$ cat config.mk
export PLATFORM = sky130hd
export DESIGN_NAME = lb_uart_tx_fifo_param
export DESIGN_NICKNAME = d
export VERILOG_FILES = /design/src/rtl/lb_uart_pkg.sv /design/src/rtl/lb_sync_fifo.sv /design/src/rtl/lb_uart_tx_fifo_param.sv
export SDC_FILE = /design/constraint.sdc
export NUM_CORES = 1
export LEC_CHECK = 0
export CAP_MARGIN = 20
export CORE_AREA = 2 2 123 125
export CTS_CLUSTER_SIZE = 16
export DETAILED_ROUTE_END_ITERATION = 10
export DIE_AREA = 0 0 125 127
export PLACE_DENSITY = 0.82
export SLEW_MARGIN = 20
export SYNTH_ARGS = -nofsm -noshare
export SYNTH_HDL_FRONTEND = slang
export SYNTH_SLANG_ARGS = --single-unit
$ cat constraint.sdc
create_clock -name clk -period 9.28 [get_ports clk]
set_input_delay 2.784 -clock clk [delete_from_list [all_inputs] [get_ports clk]]
set_output_delay 2.784 -clock clk [all_outputs]
set_load 0.1 [all_outputs]
$ cat src/rtl/lb_uart_pkg.sv
// rtl/lb_uart_pkg.sv - shared types, constants and helpers for the buffered UART transmitter
package lb_uart_pkg;

  typedef enum logic [2:0] {
    ST_IDLE,
    ST_START,
    ST_DATA,
    ST_PARITY,
    ST_STOP,
    ST_BREAK
  } tx_state_e;

  localparam logic [1:0] LEN_5 = 2'b00;
  localparam logic [1:0] LEN_6 = 2'b01;
  localparam logic [1:0] LEN_7 = 2'b10;
  localparam logic [1:0] LEN_8 = 2'b11;

  localparam logic LINE_MARK  = 1'b1;
  localparam logic LINE_SPACE = 1'b0;

  function automatic logic [3:0] len_to_bits(input logic [1:0] code);
    case (code)
      LEN_5:   return 4'd5;
      LEN_6:   return 4'd6;
      LEN_7:   return 4'd7;
      LEN_8:   return 4'd8;
      default: return 4'd8;
    endcase
  endfunction

  // Keeps only the bits that will actually go on the line, so parity sees them alone.
  function automatic logic [7:0] len_mask(input logic [1:0] code);
    case (code)
      LEN_5:   return 8'h1F;
      LEN_6:   return 8'h3F;
      LEN_7:   return 8'h7F;
      LEN_8:   return 8'hFF;
      default: return 8'hFF;
    endcase
  endfunction

endpackage

$ cat src/rtl/lb_sync_fifo.sv
// rtl/lb_sync_fifo.sv - synchronous show-ahead FIFO with occupancy output
module lb_sync_fifo #(
  parameter int WIDTH = 8,
  parameter int DEPTH = 16,
  parameter int LVL_W = $clog2(DEPTH + 1)
) (
  input  logic             clk,
  input  logic             reset,
  input  logic             push,
  input  logic             pop,
  input  logic [WIDTH-1:0] wdata,
  output logic [WIDTH-1:0] rdata,
  output logic             full,
  output logic             empty,
  output logic [LVL_W-1:0] level
);

  localparam int PTR_W = $clog2(DEPTH);

  logic [WIDTH-1:0] mem [DEPTH];
  logic [PTR_W-1:0] wr_ptr;
  logic [PTR_W-1:0] rd_ptr;
  logic [LVL_W-1:0] count;
  logic             push_ok;
  logic             pop_ok;

  // Eligibility uses the pre-edge flags: a pop in the same cycle does not make room.
  assign push_ok = push && !full;
  assign pop_ok  = pop && !empty;
  assign full    = (count == LVL_W'(DEPTH));
  assign empty   = (count == '0);
  assign level   = count;
  assign rdata   = mem[rd_ptr];

  // Storage array; contents need no reset since the pointers gate visibility.
  always_ff @(posedge clk) begin
    if (push_ok) mem[wr_ptr] <= wdata;
  end

  // Pointers and occupancy; depth is a power of two so pointers wrap naturally.
  always_ff @(posedge clk or negedge reset) begin
    if (!reset) begin
      wr_ptr <= '0;
      rd_ptr <= '0;
      count  <= '0;
    end else begin
      if (push_ok) wr_ptr <= wr_ptr + PTR_W'(1);
      if (pop_ok)  rd_ptr <= rd_ptr + PTR_W'(1);
      case ({push_ok, pop_ok})
        2'b10:   count <= count + LVL_W'(1);
        2'b01:   count <= count - LVL_W'(1);
        default: count <= count;
      endcase
    end
  end

endmodule

$ cat src/rtl/lb_uart_tx_fifo_param.sv
// rtl/lb_uart_tx_fifo_param.sv - FIFO-fronted UART transmitter with runtime framing and break
module lb_uart_tx_fifo_param
  import lb_uart_pkg::*;
#(
  parameter int FIFO_DEPTH = 16,
  parameter int BAUD_W     = 20,
  parameter int LVL_W      = $clog2(FIFO_DEPTH + 1)
) (
  input  logic              clk,
  input  logic              reset,
  input  logic              cs,
  input  logic              we,
  input  logic [7:0]        data,
  input  logic [1:0]        data_len,
  input  logic              parity_en,
  input  logic              odd_n_even,
  input  logic              two_stop,
  input  logic              brk,
  input  logic [BAUD_W-1:0] baud_val,
  input  logic              ovf_clr,
  output logic              tx,
  output logic              txrdy,
  output logic              tx_busy,
  output logic              tx_done,
  output logic [LVL_W-1:0]  level,
  output logic              overflow
);

  tx_state_e         state, state_d;
  logic [BAUD_W-1:0] cnt, cnt_d;
  logic [2:0]        bit_idx, bit_idx_d;
  logic [7:0]        sh, sh_d;
  logic              guard, guard_d;
  logic              tx_d, done_d;
  logic              pop, dispatch, bit_end;
  logic              full, empty;
  logic [7:0]        rdata;
  logic [3:0]        nbits_l;
  logic              par_en_l, par_l, two_stop_l;

  lb_sync_fifo #(.WIDTH(8), .DEPTH(FIFO_DEPTH), .LVL_W(LVL_W)) u_fifo (
    .clk   (clk),
    .reset (reset),
    .push  (cs && we),
    .pop   (pop),
    .wdata (data),
    .rdata (rdata),
    .full  (full),
    .empty (empty),
    .level (level)
  );

  assign txrdy   = !full;
  assign tx_busy = (state != ST_IDLE);
  assign bit_end = (cnt == '0);

  // Next-state, line level and frame bookkeeping; dispatch picks what follows a frame or guard.
  always_comb begin
    state_d   = state;
    cnt_d     = cnt;
    bit_idx_d = bit_idx;
    sh_d      = sh;
    guard_d   = guard;
    tx_d      = tx;
    pop       = 1'b0;
    dispatch  = 1'b0;
    case (state)
      ST_IDLE: dispatch = 1'b1;
      ST_START: begin
        if (bit_end) begin
          state_d   = ST_DATA;
          bit_idx_d = '0;
          tx_d      = sh[0];
          cnt_d     = baud_val;
        end else cnt_d = cnt - BAUD_W'(1);
      end
      ST_DATA: begin
        if (bit_end) begin
          cnt_d = baud_val;
          if ({1'b0, bit_idx} == nbits_l - 4'd1) begin
            bit_idx_d = '0;
            if (par_en_l) begin
              state_d = ST_PARITY;
              tx_d    = par_l;
            end else begin
              state_d = ST_STOP;
              tx_d    = LINE_MARK;
            end
          end else begin
            bit_idx_d = bit_idx + 3'd1;
            sh_d      = sh >> 1;
            tx_d      = sh[1];
          end
        end else cnt_d = cnt - BAUD_W'(1);
      end
      ST_PARITY: begin
        if (bit_end) begin
          state_d   = ST_STOP;
          bit_idx_d = '0;
          tx_d      = LINE_MARK;
          cnt_d     = baud_val;
        end else cnt_d = cnt - BAUD_W'(1);
      end
      ST_STOP: begin
        if (bit_end) begin
          if (bit_idx[0] == two_stop_l) dispatch = 1'b1;
          else begin
            bit_idx_d = 3'd1;
            tx_d      = LINE_MARK;
            cnt_d     = baud_val;
          end
        end else cnt_d = cnt - BAUD_W'(1);
      end
      ST_BREAK: begin
        if (guard) begin
          if (bit_end) dispatch = 1'b1;
          else cnt_d = cnt - BAUD_W'(1);
        end else if (!brk) begin
          guard_d = 1'b1;
          tx_d    = LINE_MARK;
          cnt_d   = baud_val;
        end else tx_d = LINE_SPACE;
      end
      default: state_d = ST_IDLE;
    endcase
    if (dispatch) begin
      guard_d   = 1'b0;
      bit_idx_d = '0;
      if (brk) begin
        state_d = ST_BREAK;
        tx_d    = LINE_SPACE;
      end else if (!empty) begin
        pop     = 1'b1;
        state_d = ST_START;
        tx_d    = LINE_SPACE;
        cnt_d   = baud_val;
        sh_d    = rdata & len_mask(data_len);
      end else begin
        state_d = ST_IDLE;
        tx_d    = LINE_MARK;
      end
    end
    done_d = (state_d == ST_STOP) && (cnt_d == '0) && (bit_idx_d[0] == two_stop_l);
  end

  // Datapath and line registers; every output is taken from here.
  always_ff @(posedge clk or negedge reset) begin
    if (!reset) begin
      state    <= ST_IDLE;
      cnt      <= '0;
      bit_idx  <= '0;
      sh       <= '0;
      guard    <= 1'b0;
      tx       <= LINE_MARK;
      tx_done  <= 1'b0;
      overflow <= 1'b0;
    end else begin
      state   <= state_d;
      cnt     <= cnt_d;
      bit_idx <= bit_idx_d;
      sh      <= sh_d;
      guard   <= guard_d;
      tx      <= tx_d;
      tx_done <= done_d;
      if (cs && we && full) overflow <= 1'b1;
      else if (ovf_clr)     overflow <= 1'b0;
    end
  end

  // Frame configuration is captured with the word so mid-frame changes wait for the next frame.
  always_ff @(posedge clk or negedge reset) begin
    if (!reset) begin
      nbits_l    <= 4'd8;
      par_en_l   <= 1'b0;
      par_l      <= 1'b0;
      two_stop_l <= 1'b0;
    end else if (pop) begin
      nbits_l    <= len_to_bits(data_len);
      par_en_l   <= parity_en;
      par_l      <= (^(rdata & len_mask(data_len))) ^ odd_n_even;
      two_stop_l <= two_stop;
    end
  end

endmodule

==> results of run 1 <==
==> state kept, by name, indices dropped and copies added, names as in the netlist, 3 cells and up <==
| signal | flops |
|---|---|
| bit_idx | 3 |
| cnt | 20 |
| nbits_l | 4 |
| sh | 8 |
| state | 3 |
| u_fifo.level | 5 |
| u_fifo.mem | 128 |
| u_fifo.rd_ptr | 4 |
| u_fifo.wr_ptr | 4 |
==> worst max-delay path, stage by stage <==
cell	delay (ps)
clkdlybuf4s50_1	680
inv_1	310
nand3_1	100
buf_4	240
inv_2	510
ha_1	370
inv_1	130
fa_1	420
inv_1	80
a21o_1	110
a21oi_1	70
xnor2_1	130
nor2_1	120
xor2_1	180
==> layout by cell type (no fill, tap or decap), drive strengths merged, types with 7 or more instances in the layout <==
cell type | synthesis | layout
ha | 17 | 17
nor4 | 9 | 9
o21ai | 52 | 52
a221oi | 15 | 15
mux4 | 22 | 22
nand3 | 9 | 9
nor2 | 43 | 43
clkbuf | 18 | 18
dfrtp | 56 | 56
clkdlybuf4s50 | 0 | 47
inv | 26 | 36
nor3 | 18 | 18
a21o | 9 | 9
buf | 22 | 9
mux2i | 39 | 39
xnor2 | 16 | 16
edfxtp | 128 | 128
nand2 | 72 | 72
a22oi | 13 | 13
a21oi | 25 | 25
a31oi | 7 | 7
==> layer usage <==
layer | global-route usage | share of wire
met1 | 0.4405 | 0.41
met2 | 0.4786 | 0.48
met3 | 0.06575 | 0.097
met4 | 0.1059 | 0.021
met5 | 0 | 0
==> final cells by class <==
cell class / instances / area [sq um]
clock buffer: 18 / 429.2
clock inverter: 14 / 172.7
fill: 941 / 3969
inverter: 27 / 101.3
multi-input combinational: 487 / 3687
sequential: 186 / 5299
tap: 184 / 230.2
timing repair buffer: 56 / 535.5
==> power by group through the flow <==
stage / Sequential (mW) / Combinational [mW] / Clock [mW]
3_5_place_dp: 0.992 / 0.275 / 0
5_1_grt: 0.982 / 0.299 / 0.786
2_1_floorplan: 1.05 / 0.114 / 0
4_1_cts: 0.977 / 0.279 / 0.753
6_report: 0.978 / 0.281 / 0.750
3_3_place_gp: 0.986 / 0.264 / 0
==> cell families (layout without fill, tap and decap cells) <==
group | count (synthesis) | count (layout) | synth area share
mux | 62 | 62 | 0.09664
xor+xnor | 24 | 24 | 0.02561
flops | 186 | 186 | 0.5707
buf+inv | 67 | 115 | 0.03208
simple gates | 192 | 192 | 0.1059
fa+ha+maj | 18 | 18 | 0.02507
compound gates | 191 | 191 | 0.1440
==> per-stage QoR <==
stage                     worst slack, ps  std cells  cell area, sq um  power (mW)  hold WS [ps]
final                                3411        972             10460       2.009         478.5
after global routing                 3195        972             10460       2.067         502.2
after CTS                            3444        972             10460       2.009         479.3
after detailed placement             3038        940              9853       1.267         467.9
after global placement               3243        940              9853       1.251         460.2
after floorplan                      4283        740              9283       1.166         446.1
==> how the worst max path moves through the flow <==
stage | cells after the start | to | start | slack, ps
3_3_place_gp | 14 | u_fifo.level[4] | brk | 3240
6_report | 14 | u_fifo.level[4] | brk | 3410
4_1_cts | 14 | u_fifo.level[4] | brk | 3440
2_1_floorplan | 15 | u_fifo.level[4] | brk | 4280
3_5_place_dp | 14 | u_fifo.level[4] | brk | 3040
5_1_grt | 14 | u_fifo.level[4] | brk | 3190
==> flow_summary.json, run 1 <==
{
  "skew_ps": 11.46,
  "clock_latency_ps": 440,
  "drtAntennaViolNets": 0,
  "vias": 6761,
  "ff2ff_setup_slack_ps": 4560,
  "antenna_found_initial": 0,
  "hold_viol_final": 0,
  "cts_root_buf": "clkbuf_16",
  "whs_endpoint": "nbits_l[3]",
  "whs_path_depth": 2,
  "syn_nets": 797,
  "drt_iter0_markers": 795,
  "r2r-end": "u_fifo.level[4]",
  "syn_to_final_growth_pct": 12.63,
  "p_sw_mw": 0.5777,
  "worstPathArrival_ps": 6220,
  "drv_slew": 0,
  "synth_largest_area_cell": "edfxtp_1",
  "ioPinCount": 49,
  "place.gp.congestion": 0.9761,
  "clk_pin_slew_ps": 70,
  "finalCritPeriodShare": 0.6324,
  "yosys_most_used_dff": "edfxtp_1",
  "portBuffers": 48,
  "p_sw_frac": 0.2876,
  "setup_viol": 0,
  "rsz0062_at_grt": "false",
  "synthArstFlopShare": 0.3118,
  "synth_cell_type_count": 82,
  "fmax_mhz": 170.4,
  "num_antenna_cells": 0,
  "power_leakage_nw": 3.651,
  "power_frac_seq": 0.487,
  "vias_per_cell": 6.956,
  "grt_pass1_vias": 6662,
  "netlist_area_sq_um": 9283,
  "grt_start_max_net_pins": 59,
  "die_h_microns": 127,
  "layout.nets": 832,
  "yosysMostFrequentCell": "edfxtp_1",
  "overflow": 0,
  "postCtsSetupBuffers": 0,
  "power.density_nw_per_um2": 192.1,
  "critical_path_class": "primary input to flop",
  "htreeDepth": 4,
  "wire_per_inst_microns": 24.34,
  "comb_power_share": 0.140,
  "cp-start-kind": "primary input",
  "die_w_microns": 125,
  "cap_violations": 0,
  "p_clk_frac": 0.373,
  "fin_tns_setup_ps": 0,
  "max_slew_margin": 0.2646,
  "rows": 44,
  "cts_resized": 0,
  "coreArea_sq_um": 14420,
  "ff2ff_path_depth": 15,
  "seq_area_frac_synth": 0.5707,
  "hold_start": "nbits_l[3]",
  "numCtsBuffers": 17,
  "postCtsHoldBufs": 0,
  "fin_crit_ps": 5869,
  "status": "finished clean",
  "drc": 0,
  "drt_pass1_iterations": 6,
  "peakVddDrop_mv": 0.1563,
  "start_util": 0.6436,
  "cts.sinks": 186,
  "tightestPinTransition_ps": 1096,
  "min_path_type": "flop to flop",
  "synth_seq_cells": 186,
  "ys_warn_count": 0,
  "required_ps": 9630,
  "grtUsageTotal": 0.3079,
  "drive_above_1_share": 0.1079,
  "synth_top_area_share": 0.4141,
  "synth_edf_count": 128,
  "die-area_sq_um": 15880,
  "internal-power_mw": 1.431,
  "clock_path_buffers": 2,
  "critPathMaxFanout": 38,
  "syn_inst": 740,
  "grt_pass1_wl_microns": 37470,
  "synth_area_leaders": "edfxtp_1 (41%), dfrtp_1 (15%), mux4_2 (5.3%)",
  "end_kind": "flop",
  "avgSynthCellArea_sq_um": 12.54,
  "fin_util": 0.7248,
  "dpl.hpwl_microns": 15560,
  "r2r_start": "state[2]",
  "routed_wl_microns": 23660,
  "synth_common_cells": "edfxtp_1 (128), nand2_1 (72), dfrtp_1 (56)",
  "cts_tree": "done"
}
No activity file was read; power rests on OpenSTA's default activity.
==> run 2: changes to the inputs <==
--- a/config.mk
+++ b/config.mk
@@ -6,11 +6,11 @@
 export NUM_CORES = 1
 export LEC_CHECK = 0
 export CAP_MARGIN = 20
-export CORE_AREA = 2 2 123 125
+export CORE_AREA = 2 2 128 130
 export CTS_CLUSTER_SIZE = 16
 export DETAILED_ROUTE_END_ITERATION = 10
-export DIE_AREA = 0 0 125 127
-export PLACE_DENSITY = 0.82
+export DIE_AREA = 0 0 130 132
+export PLACE_DENSITY = 0.77
 export SLEW_MARGIN = 20
 export SYNTH_ARGS = -nofsm -noshare
 export SYNTH_HDL_FRONTEND = slang
==> constraint.sdc (replaced) <==
create_clock -name clk -period 6 [get_ports clk]
set_input_delay 1.8 -clock clk [delete_from_list [all_inputs] [get_ports clk]]
set_output_delay 1.8 -clock clk [all_outputs]
set_load 0.1 [all_outputs]
==> flow_summary.json, run 2 (synthesis gave the netlist of run 1 again) <==
{
  "status": "finished clean",
  "wire_per_inst_microns": 22.97,
  "busiest_layer": "met2",
  "end_kind": "output pin",
  "coreArea_sq_um": 15710,
  "place.gp.congestion": 0.9240,
  "power.density_nw_per_um2": 290.6,
  "place_area_sq_um": 9883,
  "setup_viol": 0,
  "pre_cts_ws_ps": 1391,
  "largest_reg_flops": 128,
  "cap_violations": 0,
  "cts_resized": 0,
  "worstPathArrival_ps": 2900,
  "antenna_found_initial": 0,
  "cp-start-kind": "flop",
  "cts.sinks": 186,
  "drive_above_1_share": 0.1120,
  "skew_ps": 14.11,
  "clock_latency_ps": 440,
  "start_util": 0.5908,
  "drv_slew": 0,
  "portBuffers": 48,
  "use_met1": 0.3967,
  "clock_path_buffers": 2,
  "largest-register": "u_fifo.mem",
  "r2r_start": "state[2]",
  "fillers": 1119,
  "fin_tns_setup_ps": 0,
  "total_power_mw": 3.051,
  "postCtsHoldBufs": 0,
  "overflow": 0,
  "fin_crit_ps": 4699,
  "ff2ff_path_depth": 14,
  "clk_pin_slew_ps": 80,
  "syn_to_final_growth_pct": 13.10,
  "hold_start": "nbits_l[3]",
  "die-area_sq_um": 17160,
  "hold_viol_final": 0,
  "grt_start_max_net_pins": 59,
  "ioPinCount": 49,
  "critical_path_class": "flop to output pin",
  "drt_iter0_markers": 752,
  "grt_pass1_vias": 6431,
  "cts_tree": "done",
  "layout.nets": 830,
  "dpl.hpwl_microns": 15680,
  "power_leakage_nw": 3.640,
  "finalCritPeriodShare": 0.7831,
  "die_h_microns": 132,
  "numCtsBuffers": 17,
  "use_met2": 0.4343,
  "grtUsageTotal": 0.2797,
  "whs_endpoint": "nbits_l[3]",
  "ff2ff_setup_slack_ps": 2000,
  "whs_path_depth": 2,
  "r2r-end": "u_fifo.level[4]",
  "routed_wl_microns": 23020,
  "tightestPinTransition_ps": 1110,
  "required_ps": 4200,
  "rows": 46,
  "gr-usage-met3": 0.06818,
  "fin_util": 0.6682,
  "drc": 0,
  "peakVddDrop_mv": 0.2813,
  "vias": 6639,
  "final_common_cell": "edfxtp_1",
  "cts_root_buf": "clkbuf_16",
  "die_w_microns": 130,
  "drtAntennaViolNets": 0,
  "max_slew_margin": 0.2552,
  "setup_ws_ps": 1301,
  "reg.largest.list": "u_fifo.mem: 128 flops, cnt: 20 flops, sh: 8 flops",
  "critPathMaxFanout": 27,
  "htreeDepth": 4,
  "rsz0062_at_grt": "false",
  "layout_common_cells": "edfxtp_1 (128), nand2_1 (72), dfrtp_1 (55)",
  "vias_per_cell": 6.626,
  "postCtsSetupBuffers": 0,
  "drt_pass1_iterations": 5,
  "grt_pass1_wl_microns": 36040,
  "min_path_type": "flop to flop",
  "design_area_sq_um": 10500,
  "num_antenna_cells": 0,
  "fmax_mhz": 212.8
}
run 2: how the worst max path moves through the flow:
| stage | startpoint | to | cells past startpoint |
|---|---|---|---|
| global route | state[2] | tx_busy | 2 |
| floorplan | brk | u_fifo.level[4] | 15 |
| CTS | state[2] | tx_busy | 2 |
| global placement | cs | u_fifo.mem[1][3] | 5 |
| detailed placement | we | u_fifo.mem[3][1] | 5 |
| finish | state[2] | tx_busy | 2 |
run 2: metrics by stage:
| step | instances | hold WS [ps] |
|---|---|---|
| 6_report | 1002 | 479.4 |
| 5_1_grt | 1002 | 493.3 |
| 4_1_cts | 1002 | 477.0 |
| 3_5_place_dp | 970 | 464.3 |
| 3_3_place_gp | 970 | 456.8 |
| 2_1_floorplan | 740 | 446.1 |
run 2: routing by layer:
layer | routed length (microns) | vias up
li1 | - | 2915
met5 | 0 | -
met3 | 2029 | 45
met4 | 487 | 0
met1 | 9435 | 3319
met2 | 11060 | 360
run 2: cell type report:
| cell class | instances | area (sq um) | area share |
|---|---|---|---|
| flip-flops and latches | 186 | 5299 | 0.5047 |
| multi-input cells | 487 | 3707 | 0.3531 |
| repair buffers | 54 | 520.5 | 0.04958 |
| clock buffers | 17 | 425.4 | 0.04052 |
| well taps | 216 | 270.3 | 0.02574 |
| clock inverters | 15 | 175.2 | 0.01668 |
| inverters | 27 | 101.3 | 0.009653 |
run 2: where the power goes:
| group | leakage, nW | total (mW) | internal, mW | switching (mW) |
|---|---|---|---|---|
| clock | 0.289 | 1.12 | 0.564 | 0.552 |
| sequential | 1.80 | 1.51 | 1.45 | 0.0651 |
| combinational | 1.55 | 0.421 | 0.127 | 0.295 |
| total | 3.64 | 3.05 | 2.14 | 0.911 |
run 2: worst max-delay path, stage by stage, from the launching register on:
cell             delay, ps
dfrtp_1                870
or3_1                  390
clkdlybuf4s50_1       1200
==> run 3: changes to the inputs <==
--- a/config.mk
+++ b/config.mk
@@ -6,11 +6,11 @@
 export NUM_CORES = 1
 export LEC_CHECK = 0
 export CAP_MARGIN = 20
-export CORE_AREA = 2 2 128 130
+export CORE_AREA = 2 2 135 137
 export CTS_CLUSTER_SIZE = 16
 export DETAILED_ROUTE_END_ITERATION = 10
-export DIE_AREA = 0 0 130 132
-export PLACE_DENSITY = 0.77
+export DIE_AREA = 0 0 137 139
+export PLACE_DENSITY = 0.72
 export SLEW_MARGIN = 20
 export SYNTH_ARGS = -nofsm -noshare
 export SYNTH_HDL_FRONTEND = slang
==> constraint.sdc (replaced) <==
create_clock -name clk -period 4.1 [get_ports clk]
set_input_delay 1.23 -clock clk [delete_from_list [all_inputs] [get_ports clk]]
set_output_delay 1.23 -clock clk [all_outputs]
set_load 0.1 [all_outputs]
==> flow_summary.json, run 3 (synthesis gave the netlist of run 1 again) <==
{
  "fin_crit_ps": 3584,
  "p_sw_mw": 1.354,
  "ioPinCount": 49,
  "fin_hold_ws_ps": 476.1,
  "layout_common_cells": "edfxtp_1 (128), nand2_1 (72), dfrtp_1 (55)",
  "end_kind": "flop",
  "top_layer": "met4",
  "setup_ws_ps": 516.3,
  "design_area_sq_um": 10700,
  "postCtsHoldBufs": 0,
  "wire_per_inst_microns": 21.53,
  "status": "finished clean",
  "skew_ps": 9.845,
  "met3_length_microns": 1718,
  "largest-register": "u_fifo.mem",
  "finalCritPeriodShare": 0.8741,
  "fin_tns_setup_ps": 0,
  "placedCellCount": 1009,
  "rsz0062_at_grt": "false",
  "numCtsBuffers": 17,
  "p_sw_frac": 0.3004,
  "drc": 0,
  "required_ps": 4420,
  "max_slew_margin": 0.3486,
  "syn_to_final_growth_pct": 15.30,
  "antenna_found_initial": 0,
  "num_antenna_cells": 0,
  "fin_cells": 1041,
  "critical_path_class": "flop to flop",
  "dpl.hpwl_microns": 15360,
  "setup_viol": 0,
  "pre_cts_ws_ps": 383.1,
  "start_util": 0.5257,
  "rows": 49,
  "cts_resized": 0,
  "total_power_mw": 4.505,
  "hold_viol_final": 0,
  "comb_power_share": 0.140,
  "internal-power_mw": 3.152,
  "wl_met2_microns": 10750,
  "vias": 6626,
  "fmax_mhz": 279.0,
  "portBuffers": 48,
  "coreArea_sq_um": 17660,
  "cts_tree": "done",
  "cts.sinks": 186,
  "drtAntennaViolNets": 0,
  "drv_slew": 0,
  "grt_start_max_net_pins": 40,
  "p_clk_frac": 0.371,
  "postCtsSetupBuffers": 0,
  "min_path_type": "flop to flop",
  "die_h_microns": 139,
  "clk_pin_slew_ps": 70,
  "htreeDepth": 4,
  "vias_per_cell": 6.365,
  "peakVddDrop_mv": 0.3695,
  "clock_latency_ps": 440,
  "wl_met1_microns": 9363,
  "worstPathArrival_ps": 3900,
  "largest_reg_flops": 128,
  "cp-start-kind": "flop",
  "critPathMaxFanout": 8,
  "power.density_nw_per_um2": 420.9,
  "overflow": 0,
  "place.gp.congestion": 0.9824,
  "tightestPinTransition_ps": 974.0,
  "layout.nets": 856,
  "fin_util": 0.6062,
  "power_leakage_nw": 3.779,
  "routed_wl_microns": 22410,
  "drt_pass1_iterations": 5,
  "cts_root_buf": "clkbuf_16",
  "die-area_sq_um": 19040,
  "clock_path_buffers": 2,
  "cap_violations": 0,
  "grt_pass1_vias": 6524,
  "place_area_sq_um": 10080,
  "grtUsageTotal": 0.2460,
  "die_w_microns": 137,
  "reg.largest.list": "u_fifo.mem: 128 flops, cnt: 20 flops, sh: 8 flops",
  "drt_iter0_markers": 956,
  "fillers": 1345,
  "grt_pass1_wl_microns": 36020,
  "final_common_cell": "edfxtp_1",
  "drive_above_1_share": 0.1392,
  "power_frac_seq": 0.489
}
==> run 3: critical path, stage by stage, from the launching register on <==
cell	delay, ps
dfrtp_1	470
inv_1	70
ha_1	420
nor2b_1	210
or3_1	410
o31ai_4	250
nand3_1	210
inv_2	110
ha_1	220
inv_1	100
fa_1	410
inv_1	80
a21o_1	100
a21oi_1	70
xnor2_1	140
nor2_1	60
xor2_1	140
==> run 3: power by group through the flow <==
stage          sequential (mW)  combinational [mW]  clock (mW)
5_1_grt                   2.22               0.676        1.76
3_5_place_dp              2.24               0.630           0
3_3_place_gp              2.23               0.613           0
4_1_cts                   2.20               0.634        1.69
2_1_floorplan             2.38               0.258           0
6_report                  2.20               0.633        1.67
==> run 3: area by class of cell <==
| class | count | area (sq um) | share of cell area |
|---|---|---|---|
| multi-input combinational | 487 | 3687 | 0.3445 |
| sequential | 186 | 5299 | 0.4951 |
| inverter | 27 | 101.3 | 0.009469 |
| clock buffer | 17 | 425.4 | 0.03975 |
| tap | 229 | 286.5 | 0.02677 |
| timing repair buffer | 80 | 708.2 | 0.06617 |
| clock inverter | 15 | 195.2 | 0.01824 |
==> run 3: final timing paths <==
| path | startpoint | to | slack (ps) | cells past startpoint |
|---|---|---|---|---|
| setup / recovery | bit_idx[0] | u_fifo.level[4] | 520 | 16 |
| hold / removal | nbits_l[3] | nbits_l[3] | 480 | 2 |
| setup reg to reg | bit_idx[0] | u_fifo.level[4] | 520 | 16 |
| hold reg to reg | nbits_l[3] | nbits_l[3] | 480 | 2 |
| max in group asynchronous | reset | u_fifo.rd_ptr[0] | 2390 | 2 |
| min in group asynchronous | reset | cnt[10] | 760 | 1 |
==> run 3: routing by layer <==
metal	vias up	track usage
li1	2973	-
met1	3263	0.3438
met2	325	0.3857
met3	65	0.05300
met4	0	0.07976
met5	-	0
==> RTL change, RTL diff (settings of run 2) <==
The parameter `FIFO_DEPTH` goes from 16 to 8.
--- a/src/rtl/lb_uart_tx_fifo_param.sv
+++ b/src/rtl/lb_uart_tx_fifo_param.sv
@@ -4,3 +4,3 @@
 #(
-  parameter int FIFO_DEPTH = 16,
+  parameter int FIFO_DEPTH = 8,
   parameter int BAUD_W     = 20,
Ports: changed (resized level); port bits go from 49 to 48. No check against the original RTL was run, so the function may have changed too.
==> RTL change against run 2 <==
Clock power down 12%. Routed wire length shrank 20%. Combinational power up 14%. Power decreased by 18%. Synthesized area decreased by 28%. Sequential cell count is 67 lower. Final area fell by 25%. Count of clock-buffer cells in the layout grew 1. Worst setup slack better by 0.069 ns. Fmax grew 1.5%. Critical path type unchanged. Critical endpoint unchanged. Largest cell class unchanged.
==> RTL change: results (changes against run 2) <==
set qor(outcome) {completed} ;# unchanged
set qor(design.final.nets) 694 ;# was 830
set qor(synthesis.nets) 659 ;# was 797
set qor(dominantRegCellSynth) {edfxtp_1} ;# unchanged
set qor(drive_gt1_frac) 0.1284 ;# was 0.1120
set qor(min-delay-start) {par_l} ;# was nbits_l[3]
set qor(cts_resized) 0 ;# unchanged
set qor(dp_slack_ns) 1.257 ;# was 1.391 ns
set qor(synth-edff-count) 64 ;# was 128
set qor(cts_buffers) 17 ;# unchanged
set qor(cp_data_arrival_time_ns) 2.83 ;# was 2.90 ns
set qor(gp_routability_congestion) 0.9480 ;# was 0.9240
set qor(clock_latency_ns) 0.42 ;# was 0.44 ns
set qor(power.ir.vdd_worst_mv) 0.2471 ;# was 0.2813 mV
set qor(vias) 5425 ;# was 6639
set qor(filler_cell_count) 1392 ;# was 1119
set qor(ys_async_sr_fraction) 0.4622 ;# was 0.3118
set qor(first_global_vias) 5341 ;# was 6431
set qor(place_area_um2) 7297 ;# was 9883 µm²
set qor(clk_pin_slew_worst_paths_ns) 0.06 ;# was 0.08 ns
set qor(grt_first_pass_wirelength_mm) 28.51 ;# was 36.04 mm
set qor(slew_headroom) 0.1786 ;# was 0.2552
set qor(pin_count_of_the_biggest_net_entering_global_routing) 56 ;# was 59
set qor(worst-path-max-fanout) 27 ;# unchanged
set qor(synth_seq_area_share) 0.4937 ;# was 0.5707
set qor(timing.clock.skew_ns) 0.01248 ;# was 0.01411 ns
set qor(antenna_violations_before_repair) 0 ;# unchanged
set qor(clock_path_buffers) 2 ;# unchanged
set qor(post_detailed_routing_wire_length_mm) 18.45 ;# was 23.02 mm
set qor(cts-htree-levels) 4 ;# unchanged
set qor(vias_per_cell) 6.236 ;# was 6.626
set qor(reg.largest.list) {u_fifo.mem (64), cnt (20), sh (8)} ;# was u_fifo.mem (128), cnt (20), sh (8)
set qor(diodes_inserted) 0 ;# unchanged
set qor(detail_route.iter0.violations) 615 ;# was 752
set qor(p_leak_nw) 2.854 ;# was 3.640 nW
set qor(synthDistinctLibCells) 79 ;# was 82
set qor(yosys_warnings) 0 ;# unchanged
set qor(largest_register) {u_fifo.mem} ;# unchanged
set qor(detail_route.first_pass.iterations) 8 ;# was 5
set qor(groute.usage.overall) 0.2193 ;# was 0.2797
set qor(post-dp-hpwl_mm) 12.71 ;# was 15.68 mm
set qor(placement.io_buffers) 47 ;# was 48
set qor(post_cts_buffers) 0 ;# unchanged
set qor(synth.cells.most_frequent) {edfxtp_1, nand2_1, dfrtp_1, o21ai_0, nor2_1} ;# unchanged
set qor(r2r-start) {bit_idx[0]} ;# was state[2]
set qor(synth_area_per_cell_um2) 11.03 ;# was 12.54 µm²
set qor(synth_area_leaders) {edfxtp_1, dfrtp_1, mux4_2, nand2_1, o21ai_0} ;# was edfxtp_1, dfrtp_1, mux4_2, mux2i_1, nand2_1
set qor(placedCellCount) 838 ;# was 970
-- RTL change: logic make-up (layout without fill, tap and decap cells) --
family / Yosys count / after routing / synth area share
xor+xnor: 22 / 22 / 0.03088
fa+ha+maj: 14 / 14 / 0.02733
simple gates: 184 / 184 / 0.1479
buf+inv: 61 / 109 / 0.03874
flops: 119 / 119 / 0.4937
compound gates: 167 / 167 / 0.1714
mux: 39 / 39 / 0.09002
-- RTL change: power breakdown --
group / internal, mW / switching (mW)
Combinational: 0.177 / 0.301
Clock: 0.580 / 0.403
Sequential: 0.948 / 0.103
-- RTL change: path summary, 6_finish.rpt --
path	to	slack [ns]	cells after the start
worst max-delay path	tx_busy	1.37	2
worst min-delay path	par_l	0.50	2
worst max register to register	u_fifo.level[3]	1.94	14
worst min register to register	par_l	0.50	2
max in group asynchronous	u_fifo.rd_ptr[0]	3.91	2
min in group asynchronous	guard	1.52	2
-- RTL change: per-layer routing --
| metal | global-route usage | vias up | routed length (µm) |
|---|---|---|---|
| met4 | 0.1123 | 0 | 823 |
| met3 | 0.05682 | 69 | 1535 |
| li1 | - | 2402 | - |
| met1 | 0.2706 | 2633 | 7366 |
| met2 | 0.3531 | 321 | 8726 |
| met5 | 0 | - | 0 |
-- RTL change: layout make-up --
type,instances,area (µm²),area share
Clock buffer,18,429.2,0.05452
Timing Repair Buffer,53,510.5,0.06485
Clock inverter,14,138.9,0.01764
Inverter,24,90.09,0.01144
Sequential cell,119,3302,0.4195
Tap cell,216,270.3,0.03433
Multi-Input combinational cell,426,3131,0.3977
-- RTL change: critical path, cell delays in order, from the launching register on --
cell,delay (ns)
dfrtp_1,0.84
or3_1,0.38
clkdlybuf4s50_1,1.19
